### config.mk
export PLATFORM = sky130hd
export DESIGN_NAME = vmul_quad_pipe
export DESIGN_NICKNAME = d
export VERILOG_FILES = /design/src/rtl/vmul_quad_pipe.sv
export SDC_FILE = /design/constraint.sdc
export NUM_CORES = 1
export LEC_CHECK = 0
export BUFFER_PORTS_ARGS = -buffer_cell sky130_fd_sc_hd__buf_2
export CORE_ASPECT_RATIO = 0.9
export CORE_MARGIN = 2
export CORE_UTILIZATION = 40
export CTS_CLUSTER_DIAMETER = 80
export DETAILED_ROUTE_END_ITERATION = 10
export PLACE_DENSITY_LB_ADDON = 0.12
export SETUP_SLACK_MARGIN = 0.15
export SLEW_MARGIN = 5
export SYNTH_ARGS = -nofsm -noshare
export SYNTH_HDL_FRONTEND = slang
export SYNTH_SLANG_ARGS = --single-unit
### constraint.sdc
create_clock -name clk -period 11.1 [get_ports clk]
set_clock_uncertainty 0.05 [all_clocks]
set_input_delay 2.775 -clock clk [delete_from_list [all_inputs] [get_ports clk]]
set_output_delay 2.775 -clock clk [all_outputs]
set_load 0.01 [all_outputs]
### src/rtl/vmul_quad_pipe.sv
// vmul_quad_pipe: two-stage unsigned multiplier built from four half-width partial
// products. It produces either one full-width product or two independent lane products.
module vmul_quad_pipe #(
  parameter int unsigned WIDTH = 16
) (
  input  logic               clk,
  input  logic               rst,
  input  logic               in_valid,
  output logic               in_ready,
  input  logic [WIDTH-1:0]   a,
  input  logic [WIDTH-1:0]   b,
  input  logic               mode,
  output logic               out_valid,
  input  logic               out_ready,
  output logic [2*WIDTH-1:0] result,
  output logic               out_mode,
  output logic               busy
);
  localparam int unsigned H  = WIDTH / 2;
  localparam int unsigned W2 = 2 * WIDTH;
  localparam int unsigned MW = WIDTH + 1;

  logic             s1_valid_q, s1_valid_d;
  logic             s1_mode_q;
  logic [WIDTH-1:0] ll_q, lh_q, hl_q, hh_q;
  logic [WIDTH-1:0] ll_d, lh_d, hl_d, hh_d;
  logic             out_valid_q, out_valid_d;
  logic             out_mode_q;
  logic [W2-1:0]    result_q, result_d;

  logic s2_adv, s1_adv, s1_load, s2_load;

  // Handshake and advance control
  always_comb begin
    s2_adv      = !out_valid_q || out_ready;
    s1_adv      = !s1_valid_q || s2_adv;
    s1_load     = in_valid && s1_adv;
    s2_load     = s1_valid_q && s2_adv;
    s1_valid_d  = s1_valid_q;
    out_valid_d = out_valid_q;
    if (s1_adv) s1_valid_d = in_valid;
    if (s2_adv) out_valid_d = s1_valid_q;
  end

  // Quadrant partial products
  always_comb begin
    ll_d = WIDTH'(a[H-1:0])     * WIDTH'(b[H-1:0]);
    lh_d = WIDTH'(a[H-1:0])     * WIDTH'(b[WIDTH-1:H]);
    hl_d = WIDTH'(a[WIDTH-1:H]) * WIDTH'(b[H-1:0]);
    hh_d = WIDTH'(a[WIDTH-1:H]) * WIDTH'(b[WIDTH-1:H]);
  end

  // Merge: the cross-term sum keeps its carry; lane mode concatenates the diagonal products
  logic [MW-1:0] mid_c;
  always_comb begin
    mid_c    = MW'(lh_q) + MW'(hl_q);
    result_d = (W2'(hh_q) << WIDTH) + (W2'(mid_c) << H) + W2'(ll_q);
    if (s1_mode_q) result_d = {hh_q, ll_q};
  end

  always_ff @(posedge clk or posedge rst) begin
    if (rst) begin
      s1_valid_q  <= 1'b0;
      out_valid_q <= 1'b0;
      out_mode_q  <= 1'b0;
      result_q    <= '0;
    end else begin
      s1_valid_q  <= s1_valid_d;
      out_valid_q <= out_valid_d;
      if (s2_load) begin
        result_q   <= result_d;
        out_mode_q <= s1_mode_q;
      end
    end
  end

  // Stage-1 data has no reset; it is only ever observed behind s1_valid_q
  always_ff @(posedge clk) begin
    if (s1_load) begin
      s1_mode_q <= mode;
      ll_q      <= ll_d;
      lh_q      <= lh_d;
      hl_q      <= hl_d;
      hh_q      <= hh_d;
    end
  end

  assign in_ready  = s1_adv;
  assign out_valid = out_valid_q;
  assign result    = result_q;
  assign out_mode  = out_mode_q;
  assign busy      = s1_valid_q || out_valid_q;

endmodule
==> metrics <==
CTS Root Cell=clkbuf_16; CTS Buf Count=9; core area=0.0331 sq mm; EDFF count, synth=65; share of the synthesized area in the top cell type=21.7%; Slew HR=40.3%; Routed WL per cell=16.3 microns; complex-gate fraction of the synthesized area=9.64%; CTS tree=yes; CP Data Arrival Time=7.03 ns; Antenna Nets Post-Route=0; post-synth cell types=56; mapped cell area=0.0135 sq mm; multi-input logic area=0.00967 sq mm; Die ar.=0.0352 sq mm; crit path launch=a[0]; Slew @ Worst Pin=0.893 ns; Setup CP Type=in2reg; final setup fails=0; Layout area overhead=7.60%; Synth Register Bits=100; hold crit path type=reg2reg; Die Y-Extent=178 microns; CP Launch Type=input pin; most numerous cell in the Yosys netlist=inv_1; R2R cell count=15; hold_buf cts=0; starting density of the core=40.7%; Power Total=3560 uW; critical path data required time=11.14 ns; area leader, netlist=fa_1; R2R Path End=result[26]$_DFFE_PP0P_; Synth Flop Type=edfxtp_1; FMAX=0.143 GHz; Mapped Nets=1795; GRT overflow=0; reg2reg start=lh_q[1]$_DFFE_PP_; pin count of the biggest net entering global routing=66; dpl hpwl=24700 microns; area share of and/or/nand/nor cells after synthesis=18.2%; Fin. Hold Viols=0; Worst-Skew Late Latency=0.36 ns; yosys warns=0; Routed WL=30900 microns; vias=9436; global-route wire length before repair=51000 microns; First-pass DRT Iterations=5; Critical Path Sink Type=flop; CP Capture Point=ll_q[15]$_DFFE_PP_; unrepaired setup endpoints after global routing=false; Cell Rows=63; residual DRC count=0; multiplexer share of the synthesized area=0.742%; Post-Synth XOR/XNOR Area=4.68%; max_cap viols=0; Diodes inserted=0; sequential area share after synthesis=21.0%; status=completed; Initial DRC Count=424; Hold Crit Start=ll_q[7]$_DFFE_PP_; Post-Synth Adder-Cell Area=38.4%; share of post-route cells with drive strength above 1=7.52%; Die X=198 microns; PD cells=245 mW/mm^2; Leak Pwr=0.00702 uW; Max FO, Critical Path=16; CTS clock-pin slew for the worst setup and hold paths=0.08 ns; boundary pin count=73; Resize count post-CTS=0; Reg area=0.00283 sq mm; routed vias/inst=4.97; Synth area leaders=fa_1 22%, ha_1 17%, edfxtp_1 14%; Post-synth ARST share=35.0%; gr usage total=18.5%; VDD IR-drop max=0.155 mV; Pins Over Slew Limit=0; CTS max path bufs=2; initial antenna violation count=0; layout net count=1835; Post-synth top cells=215 x inv_1, 209 x and2_1, 180 x ha_1; port bufs=72; Final Cycle Share=63.0%; largest family of logic cells by synthesized area=adder cells; vias in the first global route=9325; H-Tree Depth=3; # fillers=3296; reg2reg setup slack=7.17 ns; crit path time final=6.99 ns; clk sinks=100; setup TNS=0 ns; mean post-synth cell area=9.41 sq um; Gate Count Post-Synth=1432; GP Congestion=0.802; Post-CTS Setup Inserts=0
kinds of logic after synthesis:
kind of cell | Yosys count
AOI/OAI and AO/OA | 198
xor gates and xnor gates | 72
adders and majority gates | 326
buffers and inverters | 261
DFF | 100
muxes | 10
and+or+nand+nor | 465
flip-flops by register name, summed over array words and instances (netlist names):
signal and count:
result 32, hh_q 16, hl_q 16, lh_q 16, ll_q 16, out_mode 1, out_valid 1, s1_mode_q 1
s1_valid_q 1
worst max-delay path, cell delays in order:
cell and delay (ns):
buf_2 0.27, nand2_1 0.13, fa_1 0.52, fa_1 0.55, inv_1 0.05, fa_1 0.52
inv_1 0.06, fa_1 0.55, inv_1 0.05, ha_1 0.34, o21a_1 0.12, o31a_1 0.13
o211ai_2 0.17, a21oi_1 0.09, a2111oi_2 0.42, a21oi_1 0.14, xnor2_1 0.15
routing by layer:
| layer | track usage (%) | routed length [microns] | vias up | part of all wire (%) |
|---|---|---|---|---|
| met5 | 0 | 0 | - | 0 |
| met4 | 2.79 | 231 | 0 | 0.75 |
| met3 | 1.89 | 934 | 11 | 3.0 |
| met2 | 27.2 | 12900 | 125 | 42 |
| met1 | 29.6 | 16900 | 4571 | 55 |
| li1 | - | - | 4729 | - |
through the flow:
stage | instances | utilization (%) | setup WS (ns) | hold WS [ns] | area [sq um]
detailed placement | 1883 | 42.9 | 3.71 | 0.378 | 14200
CTS | 1899 | 43.8 | 4.10 | 0.382 | 14500
global placement | 1883 | 42.9 | 3.79 | 0.368 | 14200
floorplan | 1432 | - | 4.01 | 0.365 | 13500
finish | 1899 | 43.8 | 4.11 | 0.384 | 14500
global route | 1899 | 43.8 | 3.86 | 0.403 | 14500
cell type report:
| type | count | share of cell area (%) |
|---|---|---|
| tap | 422 | 3.64 |
| clock buffer | 9 | 1.55 |
| sequential | 100 | 19.5 |
| inverter | 215 | 5.56 |
| clock inverter | 7 | 0.474 |
| multi-input combinational | 1071 | 66.6 |
| timing repair buffer | 75 | 2.64 |
where the power goes:
part	switching [uW]	internal, uW	total, uW
Combinational	1460	1090	2560
Sequential	80.1	598	678
Clock	164	159	323
layout by cell type, fill, tap and decap left out, types with 11 or more instances in the layout:
master    netlist  final
a21oi_1        73     73
and2_1        209    208
and3_1         11     11
buf_2           1     72
dfrtp_1        35     35
edfxtp_1       65     65
fa_1          146    146
ha_1          180    180
inv_1         215    215
nand2_1       133    132
nand3_1        20     20
nor2_1         40     40
nor3_1         11     11
o21a_1         19     19
o21ai_0        37     37
xnor2_1        60     60
xor2_1         12     12
how the worst min path moves through the flow:
stage,end,slack [ns],cells past startpoint
2_1_floorplan,result[0]$_DFFE_PP0P_,0.36,2
3_3_place_gp,result[0]$_DFFE_PP0P_,0.37,2
3_5_place_dp,result[5]$_DFFE_PP0P_,0.38,2
4_1_cts,result[7]$_DFFE_PP0P_,0.38,2
5_1_grt,result[7]$_DFFE_PP0P_,0.40,2
6_report,result[7]$_DFFE_PP0P_,0.38,2
(Power assumes the default switching activity.)
